File: src/rtl/prog_feeder.sv
// rtl/prog_feeder.sv - program sequencer: fetches 9-bit instructions from a synchronous ROM and drives a processor's din/run
// Optional EXEC watchdog enabled by defining FEEDER_TIMEOUT_EN.
module prog_feeder #(
    parameter int         ADDR_W      = 5,
    parameter int         PROG_LEN    = 32,
    parameter logic [2:0] MVI_OP      = 3'b001,
    parameter logic [8:0] HALT_WORD   = 9'h1FF,
    parameter int         TIMEOUT_CYC = 15
) (
    input  logic              clk,
    input  logic              rst,
    input  logic              start,
    input  logic              done,
    input  logic [8:0]        rom_data,
    output logic [ADDR_W-1:0] rom_addr,
    output logic [8:0]        din,
    output logic              run,
    output logic              busy,
    output logic              halted,
    output logic              err,
    output logic [7:0]        instr_count,
    output logic [2:0]        state
);
    typedef enum logic [2:0] {
        IDLE    = 3'd0,
        FETCH_I = 3'd1,
        CAP_I   = 3'd2,
        CAP_D   = 3'd3,
        ISSUE   = 3'd4,
        EXEC    = 3'd5,
        HALT    = 3'd6
    } state_t;

    localparam logic [ADDR_W:0] LEN  = (ADDR_W+1)'(PROG_LEN);
    localparam logic [ADDR_W:0] LAST = (ADDR_W+1)'(PROG_LEN - 1);

    state_t          st;
    logic [ADDR_W:0] pc;
    logic [ADDR_W:0] npc;
    logic [8:0]      ir;
    logic [8:0]      imm;
    logic            ir_mvi;

`ifdef FEEDER_TIMEOUT_EN
    localparam int TW = $clog2(TIMEOUT_CYC + 1);
    logic [TW-1:0] tcount;
`endif

    assign state  = st;
    assign ir_mvi = (ir[8:6] == MVI_OP);
    assign npc    = pc + (ir_mvi ? (ADDR_W+1)'(2) : (ADDR_W+1)'(1));

    // rom_addr advances to pc+1 on CAP_I entry so an mvi immediate is already
    // on rom_data in CAP_D; for other instructions that read is simply unused.
    always_ff @(posedge clk or posedge rst) begin
        if (rst) begin
            st          <= IDLE;
            pc          <= '0;
            ir          <= '0;
            imm         <= '0;
            rom_addr    <= '0;
            din         <= '0;
            run         <= 1'b0;
            busy        <= 1'b0;
            halted      <= 1'b0;
            err         <= 1'b0;
            instr_count <= '0;
`ifdef FEEDER_TIMEOUT_EN
            tcount      <= '0;
`endif
        end else begin
            run <= 1'b0;
            case (st)
                IDLE, HALT: begin
                    if (start) begin
                        pc          <= '0;
                        rom_addr    <= '0;
                        err         <= 1'b0;
                        instr_count <= '0;
                        busy        <= 1'b1;
                        halted      <= 1'b0;
                        st          <= FETCH_I;
                    end
                end
                FETCH_I: begin
                    if (pc >= LEN) begin
                        busy   <= 1'b0;
                        halted <= 1'b1;
                        st     <= HALT;
                    end else begin
                        rom_addr <= pc[ADDR_W-1:0] + ADDR_W'(1);
                        st       <= CAP_I;
                    end
                end
                CAP_I: begin
                    ir <= rom_data;
                    if (rom_data == HALT_WORD) begin
                        busy   <= 1'b0;
                        halted <= 1'b1;
                        st     <= HALT;
                    end else if (rom_data[8:6] == MVI_OP) begin
                        // An mvi in the last word has no immediate to read.
                        if (pc == LAST) begin
                            err    <= 1'b1;
                            busy   <= 1'b0;
                            halted <= 1'b1;
                            st     <= HALT;
                        end else begin
                            st <= CAP_D;
                        end
                    end else begin
                        din <= rom_data;
                        run <= 1'b1;
                        st  <= ISSUE;
                    end
                end
                CAP_D: begin
                    imm <= rom_data;
                    din <= ir;
                    run <= 1'b1;
                    st  <= ISSUE;
                end
                ISSUE: begin
                    din <= ir_mvi ? imm : ir;
`ifdef FEEDER_TIMEOUT_EN
                    tcount <= '0;
`endif
                    st  <= EXEC;
                end
                EXEC: begin
                    if (done) begin
                        pc       <= npc;
                        rom_addr <= npc[ADDR_W-1:0];
                        if (instr_count != 8'hFF) begin
                            instr_count <= instr_count + 8'd1;
                        end
                        st <= FETCH_I;
                    end
`ifdef FEEDER_TIMEOUT_EN
                    else if (tcount == TW'(TIMEOUT_CYC - 1)) begin
                        err    <= 1'b1;
                        busy   <= 1'b0;
                        halted <= 1'b1;
                        st     <= HALT;
                    end else begin
                        tcount <= tcount + TW'(1);
                    end
`endif
                end
                default: begin
                    busy   <= 1'b0;
                    halted <= 1'b0;
                    st     <= IDLE;
                end
            endcase
        end
    end
endmodule

File: config.mk
export PLATFORM = sky130hd
export DESIGN_NAME = prog_feeder
export DESIGN_NICKNAME = d
export VERILOG_FILES = /design/src/rtl/prog_feeder.sv
export SDC_FILE = /design/constraint.sdc
export NUM_CORES = 1
export LEC_CHECK = 0
export CORE_ASPECT_RATIO = 0.8
export CORE_MARGIN = 4
export CORE_UTILIZATION = 40
export DETAILED_ROUTE_END_ITERATION = 12
export PLACE_DENSITY = 0.62
export SLEW_MARGIN = 20
export SYNTH_ARGS = -nofsm -noshare
export SYNTH_HDL_FRONTEND = slang
export SYNTH_SLANG_ARGS = --single-unit
File: constraint.sdc
create_clock -name clk -period 1.8 [get_ports clk]
set_input_delay 0.27 -clock clk [delete_from_list [all_inputs] [get_ports clk]]
set_output_delay 0.27 -clock clk [all_outputs]
set_load 0.01 [all_outputs]
==> impl_metrics.env <==
export IMPL_status="complete, but fails checks"
export IMPL_violations="setup timing"
export IMPL_cts_sinks=53
export IMPL_cts_buffers=5
export IMPL_hold_viol=0
export IMPL_dr_total_vias=2514
export IMPL_min_path_type="input pin to asynchronous set/reset pin"
export IMPL_syn_num_nets=278
export IMPL_clock_skew_ns=0.00791
export IMPL_synthTopCellsByArea="dfrtp_1 (48%), mux2_2 (10%), mux2i_1 (3.9%), a21oi_1 (2.5%), o31ai_1 (2.4%)"
export IMPL_ys_flop_type="dfrtp_1"
export IMPL_drc=0
export IMPL_leakagePower_uw=0.00185
export IMPL_synth_top_area_share_pct=47.6
export IMPL_crit_fanout=5
export IMPL_relSlewSlack_pct=72.4
export IMPL_place_ws_ns=-0.498
export IMPL_post_route_cells_drive_above_1_share_pct=42.0
export IMPL_synth_edf_count=0
export IMPL_synth_seq_cells=53
export IMPL_worst_pin_slew_ns=0.413
export IMPL_dpl_hpwl_um=5490
export IMPL_clk_latency_ns=0.31
export IMPL_cts_hold_buffers=0
export IMPL_antenna_found_initial=0
export IMPL_finalPower_uw=6480
export IMPL_endpoint_kind="flop"
export IMPL_syn2layout_area_growth_pct=53.1
export IMPL_ant_nets=0
export IMPL_hold_ws_ns=0.261
export IMPL_num_fill_cells=525
export IMPL_routed_wl_um=7790
export IMPL_dieArea_um2=8380
export IMPL_worstReg2RegStart="state[0]$_DFFE_PP0P_"
export IMPL_core_um2=6570
export IMPL_diodes=0
export IMPL_syn_inst=260
export IMPL_final_core_util_pct=65.0
export IMPL_crit_type="flop to flop"
export IMPL_pin_count=42
export IMPL_powerDensity_nw_per_um2=1520
export IMPL_cts_buffer_depth=2
export IMPL_synthArstFlopShare_pct=100
export IMPL_io_buffers=41
export IMPL_fmax_ghz=0.542
export IMPL_yosysUniqueCellTypes=51
export IMPL_grt_pass1_vias=2494
export IMPL_clk_pin_slew_ns=0.10
export IMPL_synthTopCellsByCount="dfrtp_1 (53), mux2_2 (26), a21oi_1 (14), nand2_1 (14)"
export IMPL_grt_usage_pct=19.4
export IMPL_slew_viol_final=0
export IMPL_wl_per_cell_um=16.8
export IMPL_critPathLaunch="state[0]$_DFFE_PP0P_"
export IMPL_ir_worst_vdd_mv=0.859
export IMPL_cts_tree="built"
export IMPL_syn_area_um2=2790
export IMPL_fin_crit_sh_pct=102
export IMPL_root_buffer="clkbuf_8"
export IMPL_grt_setup_unrepaired="true"
export IMPL_rows=26
export IMPL_syn_avg_cell_area_um2=10.7
export IMPL_first_iter_violations=115
export IMPL_setup_violations=2
export IMPL_finalCriticalPeriod_ns=1.84
export IMPL_grt_pass1_wl_um=12700
export IMPL_dieHeight_um=82.7
export IMPL_cts_htree_levels=2
export IMPL_start_util_pct=42.4
export IMPL_required_ns=1.97
export IMPL_ys_warnings_count=0
export IMPL_viasPerCell=5.43
export IMPL_maxCapViolCount=0
export IMPL_yosysSeqAreaShare_pct=47.6
export IMPL_gr_total_overflow=0
export IMPL_place_gp_congestion=0.914
export IMPL_start_kind="flop"
export IMPL_worstPathArrival_ns=2.02
export IMPL_dr_pass1_iters=5
export IMPL_synth_top_area_cell="dfrtp_1"
export IMPL_setup_tns_ns=-0.0527
export IMPL_grt_max_degree=23
export IMPL_finalWorstSetupSlack_ns=-0.0449
export IMPL_synth_most_common_cell="dfrtp_1"
export IMPL_nets=397
export IMPL_die_w_um=101
cells by family (layout without fill, tap and decap cells):
family	Yosys count	after routing	synth area share (%)
multiplexers	37	37	14.4
flip-flops	53	53	47.6
adder cells (fa/ha/maj)	5	5	2.24
buffers and inverters	24	142	3.63
AO/OA/AOI/OAI	64	65	16.2
XOR/XNOR	5	5	1.57
AND/OR/NAND/NOR	72	72	14.4
registers in the layout, summed over array words and instances (netlist names):
register and flops:
err 1, imm 9, busy 1, pc 6, ir 9, din 9, halted 1, run 1
rom_addr 5, instr_count 8, state 3
stage by stage:
stage | cell area (µm²) | instances
final | 4270 | 463
after global routing | 4270 | 463
after CTS | 4050 | 456
after detailed placement | 3790 | 438
after global placement | 3790 | 438
after floorplan | 2810 | 260
area by class of cell:
class,count,area [µm²],area share [%]
multi-input cells,184,1600,37.5
flip-flops and latches,53,1330,31.2
repair buffers,122,1080,25.2
well taps,84,105,2.46
clock buffers,5,68.8,1.61
inverters,13,52.6,1.23
clock inverters,2,35.0,0.821
placed cells by master (no fill, tap or decap), drive strengths merged, types with 3 or more instances in the layout:
| cell type | n |
|---|---|
| inv | 12 |
| nor3b | 3 |
| nand2b | 4 |
| nor2 | 13 |
| xnor2 | 4 |
| and4 | 3 |
| clkdlybuf4s50 | 40 |
| a21oi | 14 |
| ha | 5 |
| dfrtp | 53 |
| mux2 | 26 |
| nand2 | 14 |
| clkbuf | 5 |
| nand3 | 10 |
| a222oi | 6 |
| mux2i | 11 |
| o21ai | 14 |
| or4 | 4 |
| buf | 81 |
| a22oi | 3 |
| o31ai | 9 |
| a21boi | 3 |
per-layer routing:
metal  wire length, µm  vias to the layer above  GRT usage (%)  part of all wire (%)
met4                47                        0           4.25                  0.60
li1                  -                     1209              -                     -
met2              3600                       49           29.8                    46
met5                 0                        -              0                     0
met3               316                        4           3.78                   4.1
met1              3820                     1252           28.4                    49
where the power goes:
part           internal, µW  switching [µW]  leakage, µW
logic                  2160            1610      0.00113
clock network           405             401    0.0000540
registers              1630             273     0.000666
total                  4200            2280      0.00185
final timing paths:
check,end,slack [ns],depth (start not counted)
worst max-delay path,din[2]$_DFFE_PP0P_,-0.04,5
worst min-delay path,instr_count[6]$_DFFE_PP0P_,0.26,2
worst max register to register,din[2]$_DFFE_PP0P_,-0.04,5
worst min register to register,busy$_DFFE_PP0P_,0.50,1
max in group asynchronous,pc[1]$_DFFE_PP0P_,1.08,3
min in group clk,busy$_DFFE_PP0P_,0.50,1
critical path, cell delays in order (launching register included):
cell	delay [ns]
dfrtp_1	0.45
or3b_4	0.42
and2_4	0.17
buf_12	0.13
a222oi_1	0.41
mux2i_1	0.14
timing repair:
item / 4_1_cts / 5_1_grt
cloned: 1 / 0
pin swaps: 6 / 13
setup buffers: 10 / 9
gates resized for setup: 21 / 36
setup endpoints to repair: 18 / 27
Power figures use the tool's default switching activity.
